File: src/rtl/pio_clkdiv_multi.sv
// pio_clkdiv_multi: NCH independent fractional clock dividers with shadowed divisor update; define PIO_CLKDIV_CLKOUT_EN for clk_out toggle flops
module pio_clkdiv_multi #(
  parameter int NCH = 4,
  parameter int INT_W = 16,
  parameter int FRAC_W = 8
) (
  input  logic                    clk,
  input  logic                    reset,
  input  logic [NCH-1:0]          en,
  input  logic [NCH-1:0]          restart,
  input  logic [NCH-1:0]          div_load,
  input  logic [NCH*INT_W-1:0]    div_int,
  input  logic [NCH*FRAC_W-1:0]   div_frac,
  output logic [NCH-1:0]          penable,
  output logic [NCH-1:0]          update_pending,
  output logic [NCH-1:0]          clk_out
);
  localparam int AW = INT_W + FRAC_W + 1;
  localparam logic [AW-1:0] ONE = AW'(1) << FRAC_W;
  for (genvar i = 0; i < NCH; i++) begin : g_ch
    logic [INT_W-1:0] act_int, sh_int;
    logic [FRAC_W-1:0] act_frac, sh_frac;
    logic [AW-1:0] acc, d, s;
    logic hit, apply, pen, pend;
    // effective divisor (int 0 means 2^INT_W, int 1 forces 1.0) and the next accumulator step
    always_comb begin
      d = act_int == '0 ? {1'b1, act_int, act_frac} : act_int == INT_W'(1) ? ONE : {1'b0, act_int, act_frac};
      s = acc + ONE;
      hit = s >= d;
      apply = restart[i] | ~en[i] | hit;
    end
    // phase accumulator, pulse output and shadow-to-active divisor hand-off
    always_ff @(posedge clk) begin
      if (reset) begin
        acc <= '0;
        pen <= 1'b0;
        pend <= 1'b0;
        act_int <= INT_W'(1);
        act_frac <= '0;
        sh_int <= INT_W'(1);
        sh_frac <= '0;
      end else begin
        acc <= restart[i] ? '0 : !en[i] ? acc : hit ? s - d : s;
        pen <= !restart[i] && en[i] && hit;
        if (pend && apply) {act_int, act_frac} <= {sh_int, sh_frac};
        pend <= div_load[i] | (pend & ~apply);
        if (div_load[i]) {sh_int, sh_frac} <= {div_int[i*INT_W +: INT_W], div_frac[i*FRAC_W +: FRAC_W]};
      end
    end
    assign penable[i] = pen;
    assign update_pending[i] = pend;
`ifdef PIO_CLKDIV_CLKOUT_EN
    logic co;
    // square wave toggles on every pulse-producing edge; restart realigns it low
    always_ff @(posedge clk)
      co <= (reset || restart[i]) ? 1'b0 : co ^ (en[i] & hit);
    assign clk_out[i] = co;
`else
    assign clk_out[i] = 1'b0;
`endif
  end
endmodule

File: config.mk
export PLATFORM = sky130hd
export DESIGN_NAME = pio_clkdiv_multi
export DESIGN_NICKNAME = d
export VERILOG_FILES = /design/src/rtl/pio_clkdiv_multi.sv
export SDC_FILE = /design/constraint.sdc
export NUM_CORES = 1
export LEC_CHECK = 0
export ABC_AREA = 1
export BUFFER_PORTS_ARGS = -buffer_cell sky130_fd_sc_hd__clkbuf_2
export CAP_MARGIN = 15
export CORE_ASPECT_RATIO = 1.25
export CORE_MARGIN = 3
export CORE_UTILIZATION = 65
export CTS_BUF_LIST = sky130_fd_sc_hd__clkbuf_4 sky130_fd_sc_hd__clkbuf_8 sky130_fd_sc_hd__clkbuf_16
export DETAILED_ROUTE_END_ITERATION = 16
export GPL_TIMING_DRIVEN = 0
export PLACE_DENSITY = 0.95
export SKIP_LAST_GASP = 1
export SYNTH_ARGS = -nofsm -noshare
export SYNTH_HDL_FRONTEND = slang
export SYNTH_SLANG_ARGS = --single-unit
export TNS_END_PERCENT = 1
File: constraint.sdc
create_clock -name clk -period 9.4 [get_ports clk]
set_input_delay 1.88 -clock clk [delete_from_list [all_inputs] [get_ports clk]]
set_output_delay 1.88 -clock clk [all_outputs]
set_load 0.05 [all_outputs]
==> implementation parameters <==
Parameter                              Value

Clocking
  Number of setup buffers added after CTS    0
  Insertion delay to the later sink of the worst-skew pair    0.57 ns
  Number of buffers created by CTS    28
  H-tree lvl count    1
  Hold buffer count at CTS    0
  Clock-pin slew on the worst setup and hold paths    0.06 ns
  Total of cells resized after clock tree synthesis    0
  CTS sink count    300
  TritonCTS clock tree    done
  Number of buffers on the longest clock path    3
  Root Buffer Master    sky130_fd_sc_hd__clkbuf_16

Setup path
  Launching instance or port of the critical path    g_ch[0].acc[8]$_SDFFE_PP0P_
  FF-to-FF Start    g_ch[0].acc[8]$_SDFFE_PP0P_
  Critical Setup Path Class    reg -> reg
  Worst endpoint required time    9.90 ns
  Depth of the worst register-to-register path    17
  Data arrival time at the worst-slack endpoint    4.50 ns
  Kind of end point of the critical path    flop
  Capturing instance or port of the critical path    g_ch[0].act_int[11]$_SDFFE_PP0P_
  Destination of the worst register-to-register timing path    g_ch[0].act_int[11]$_SDFFE_PP0P_
  Minimum setup slack among reg-to-reg paths    5.40 ns
  Startpoint types    flop
  Crit path max fanout    10

Synth
  Cell area after technology mapping    20630 sq um
  Area share of xor/xnor cells in the synthesized design    3.354%
  Syn_area_per_cell    6.068 sq um
  Flip-flop cell with the highest count after synthesis    sky130_fd_sc_hd__dfxtp_1
  Multiplexer share of the synthesized area    0%
  Fraction of the yosys area taken by sequential cells    29.11%
  Synth Area in Adders    6.695%
  Top-count cell post-synth    sky130_fd_sc_hd__nand2_1
  Fraction of post-synthesis cell area in the top cell type by area    between 20 and 30%
  Main combinational cell family by area after synthesis    simple AND/OR/NAND/NOR gates
  Count of flip-flops with a built-in enable after synthesis    0
  Share of synthesized registers carrying an async set or reset    0%
  Compound-Gate Fraction of Synth Area    10.19%
  Flip-flop and latch count after synthesis    300
  Synth top area cells    sky130_fd_sc_hd__dfxtp_1 (29%), sky130_fd_sc_hd__nand2_1 (16%), sky130_fd_sc_hd__nor2_1 (10%)
  Number of different library cells in the post-synthesis netlist    46
  Most used standard cells in the synthesized netlist    sky130_fd_sc_hd__nand2_1 (893), sky130_fd_sc_hd__nor2_1 (555), sky130_fd_sc_hd__inv_1 (523)
  Mapped Cells    3400
  Cell accounting for the most synthesized area    sky130_fd_sc_hd__dfxtp_1
  Yosys warnings    0
  Post-synthesis simple-gate area fraction    37.99%

Cells and area
  # fillers    roughly 2600
  Total non-filler cell area in the finished layout    between 20000 and 25000 sq um
  Post-Route Utilization    between 70% and 80%
  Layout overhead on the synthesized area    10.21%
  Total area of multi-input combinational cells    12030 sq um
  Combined flip-flop and latch cell area    6006 sq um
  Share of layout cells above drive strength 1    7.981%
  Final nets    3768
  Fin cells    3979

Timing
  Tmin final    3.999 ns
  Headroom to the max-slew limit    34.41%
  Final setup TNS    0 ns
  Final Hold Violating Endpoints    0
  Post-Route Skew    0.01076 ns
  Crit share post-route    42.55%
  Top achievable clock speed    250.0 MHz
  Setup repair after global routing missed its margin    no
  Count of endpoints failing setup in the final report    0
  Pin slew with the least headroom to its limit    0.9839 ns
  Fin. max-slew vios    0
  Worst hold slack    between 0.4 and 0.5 ns

Die
  Width of the chip    165.4 um
  Initial Util    66.38%
  DIE AREA    between 30000 and 40000 sq um
  Floorplan core area    31080 sq um
  Die Ht    205.2 um
  Number of placement rows    72
  Number of top-level pins    122

Placed design
  Global placer's final weighted congestion    1.022
  Standard cell area after detailed placement    21740 sq um
  Total placed cells including tap cells    a little under 4000
  Quantity of I/O buffers inserted on ports    117
  Half-perimeter wire length after placement    45210 um

Drt
  Remaining antenna violation count after routing    0
  Via count    21670
  Drt wl/cell    14.45 um
  DRC    0
  Post-detailed-route via-to-cell ratio    between 5 and 6
  Routed wire length    57500 um
  Pre-antenna DRT Iters    6
  Drt first-iter violations    1851

Global route
  Total congestion overflow    0
  Initial antenna violation count    1
  Overall fraction of global-route tracks in use    around a third
  Wire length of the first global-routing pass    ~93000 um
  Pin count of the biggest net entering global routing    16
  Via count of the first global-routing pass    20210

Pwr
  Worst supply voltage drop on vdd    ~0.00032 V
  Leak    11.83 nW
  Power Dens Cells    412.2 nW/um^2

Status
  Run status    finished, final reports clean

Hold path
  Class of the tightest hold or removal check    reg -> reg

Flow run
  Number of maximum-capacitance constraint violations    0
==> worst max-delay path, stage by stage (launching register included) <==
cell,delay (ns)
sky130_fd_sc_hd__dfxtp_1,0.46
sky130_fd_sc_hd__ha_1,0.24
sky130_fd_sc_hd__nand2_1,0.09
sky130_fd_sc_hd__nor3_1,0.69
sky130_fd_sc_hd__nand4_1,0.16
sky130_fd_sc_hd__nand2_1,0.18
sky130_fd_sc_hd__inv_1,0.06
sky130_fd_sc_hd__ha_1,0.37
sky130_fd_sc_hd__a21oi_1,0.23
sky130_fd_sc_hd__nor2_1,0.06
sky130_fd_sc_hd__nor2_1,0.08
sky130_fd_sc_hd__nand2_1,0.05
sky130_fd_sc_hd__a21oi_1,0.24
sky130_fd_sc_hd__nand4_1,0.18
sky130_fd_sc_hd__nand2_1,0.25
sky130_fd_sc_hd__clkbuf_1,0.33
sky130_fd_sc_hd__o21ai_0,0.15
sky130_fd_sc_hd__nor2_1,0.12
==> per-layer routing <==
layer	up-vias	GRT usage, %	routed length, um
li1	11000	-	-
met1	9698	39.34	22950
met2	759	58.19	27530
met3	222	4.048	3431
met4	0	19.23	3593
met5	-	0	0
==> cells by family (layout without fill, tap and decap cells) <==
logic type	Yosys count	count (layout)
and+or+nand+nor	1861	1861
buffers and inverters	646	814
AOI/OAI and AO/OA	405	405
DFF	300	300
adders and majority gates	108	108
xor gates and xnor gates	79	79
other	1	5
==> state kept, by name, indices dropped and copies added (netlist names) <==
| name | count |
|---|---|
| g_ch.acc | 100 |
| g_ch.pend | 4 |
| g_ch.sh_int | 64 |
| g_ch.pen | 4 |
| g_ch.act_int | 64 |
| g_ch.sh_frac | 32 |
| g_ch.act_frac | 32 |
==> worst min path at each step <==
| stage | from | slack (ns) | cells past startpoint | to |
|---|---|---|---|---|
| floorplan | g_ch[0].sh_int[0]$_SDFFE_PP1P_ | 0.43 | 2 | g_ch[0].act_int[0]$_SDFFE_PP1P_ |
| global placement | g_ch[0].sh_int[0]$_SDFFE_PP1P_ | 0.44 | 2 | g_ch[0].act_int[0]$_SDFFE_PP1P_ |
| detailed placement | g_ch[0].sh_int[0]$_SDFFE_PP1P_ | 0.44 | 2 | g_ch[0].sh_int[0]$_SDFFE_PP1P_ |
| CTS | g_ch[0].sh_int[0]$_SDFFE_PP1P_ | 0.46 | 2 | g_ch[0].sh_int[0]$_SDFFE_PP1P_ |
| global route | g_ch[0].sh_int[0]$_SDFFE_PP1P_ | 0.47 | 2 | g_ch[0].sh_int[0]$_SDFFE_PP1P_ |
| finish | g_ch[2].sh_int[0]$_SDFFE_PP1P_ | 0.46 | 2 | g_ch[2].sh_int[0]$_SDFFE_PP1P_ |
==> metrics by stage <==
step,setup WS (ns),power [mW]
global placement,5.445,7.844
floorplan,6.450,6.555
finish,5.401,9.372
CTS,5.593,9.239
detailed placement,5.445,7.972
global route,5.009,10.25
==> cells in the final DEF, fill, tap and decap left out, types with 9 or more instances in the layout <==
cell                        Yosys  layout
sky130_fd_sc_hd__nor2_1       555     555
sky130_fd_sc_hd__inv_1        523     523
sky130_fd_sc_hd__nand2_1      893     893
sky130_fd_sc_hd__o21ai_0      215     215
sky130_fd_sc_hd__buf_6         10      10
sky130_fd_sc_hd__buf_2         11      11
sky130_fd_sc_hd__nor2_2        10      10
sky130_fd_sc_hd__ha_1         104     104
sky130_fd_sc_hd__clkbuf_16      0      29
sky130_fd_sc_hd__buf_4         21      21
sky130_fd_sc_hd__dfxtp_1      300     300
sky130_fd_sc_hd__nand3_2        9       9
sky130_fd_sc_hd__clkbuf_1      59      59
sky130_fd_sc_hd__nand3b_1      10      10
sky130_fd_sc_hd__nand3_1      221     221
sky130_fd_sc_hd__xnor2_1       21      21
sky130_fd_sc_hd__a21oi_1      161     161
sky130_fd_sc_hd__nor3_1        25      25
sky130_fd_sc_hd__nor4_1        14      14
sky130_fd_sc_hd__nand4_1       83      83
sky130_fd_sc_hd__nand2_2       15      15
sky130_fd_sc_hd__xor2_1        58      58
sky130_fd_sc_hd__inv_2         12      12
sky130_fd_sc_hd__clkbuf_2       2     119
==> cell type report <==
| class | count | share of cell area (%) |
|---|---|---|
| Sequential cell | 300 | 26.41 |
| Multi-Input combinational cell | 2457 | 52.90 |
| Timing Repair Buffer | 117 | 2.575 |
| Clock buffer | 40 | 3.665 |
| Buffer | 106 | 2.548 |
| Clock inverter | 11 | 0.7263 |
| Tap cell | 407 | 2.239 |
| Inverter | 540 | 8.925 |
| Antenna cell | 1 | 0.01100 |
==> where the power goes <==
part	leakage, nW	switching [mW]	internal (mW)
Combinational	8.86	4.27	2.18
Sequential	2.46	0.185	1.51
Clock	0.499	0.504	0.727
No activity file was read; power rests on OpenSTA's default activity.
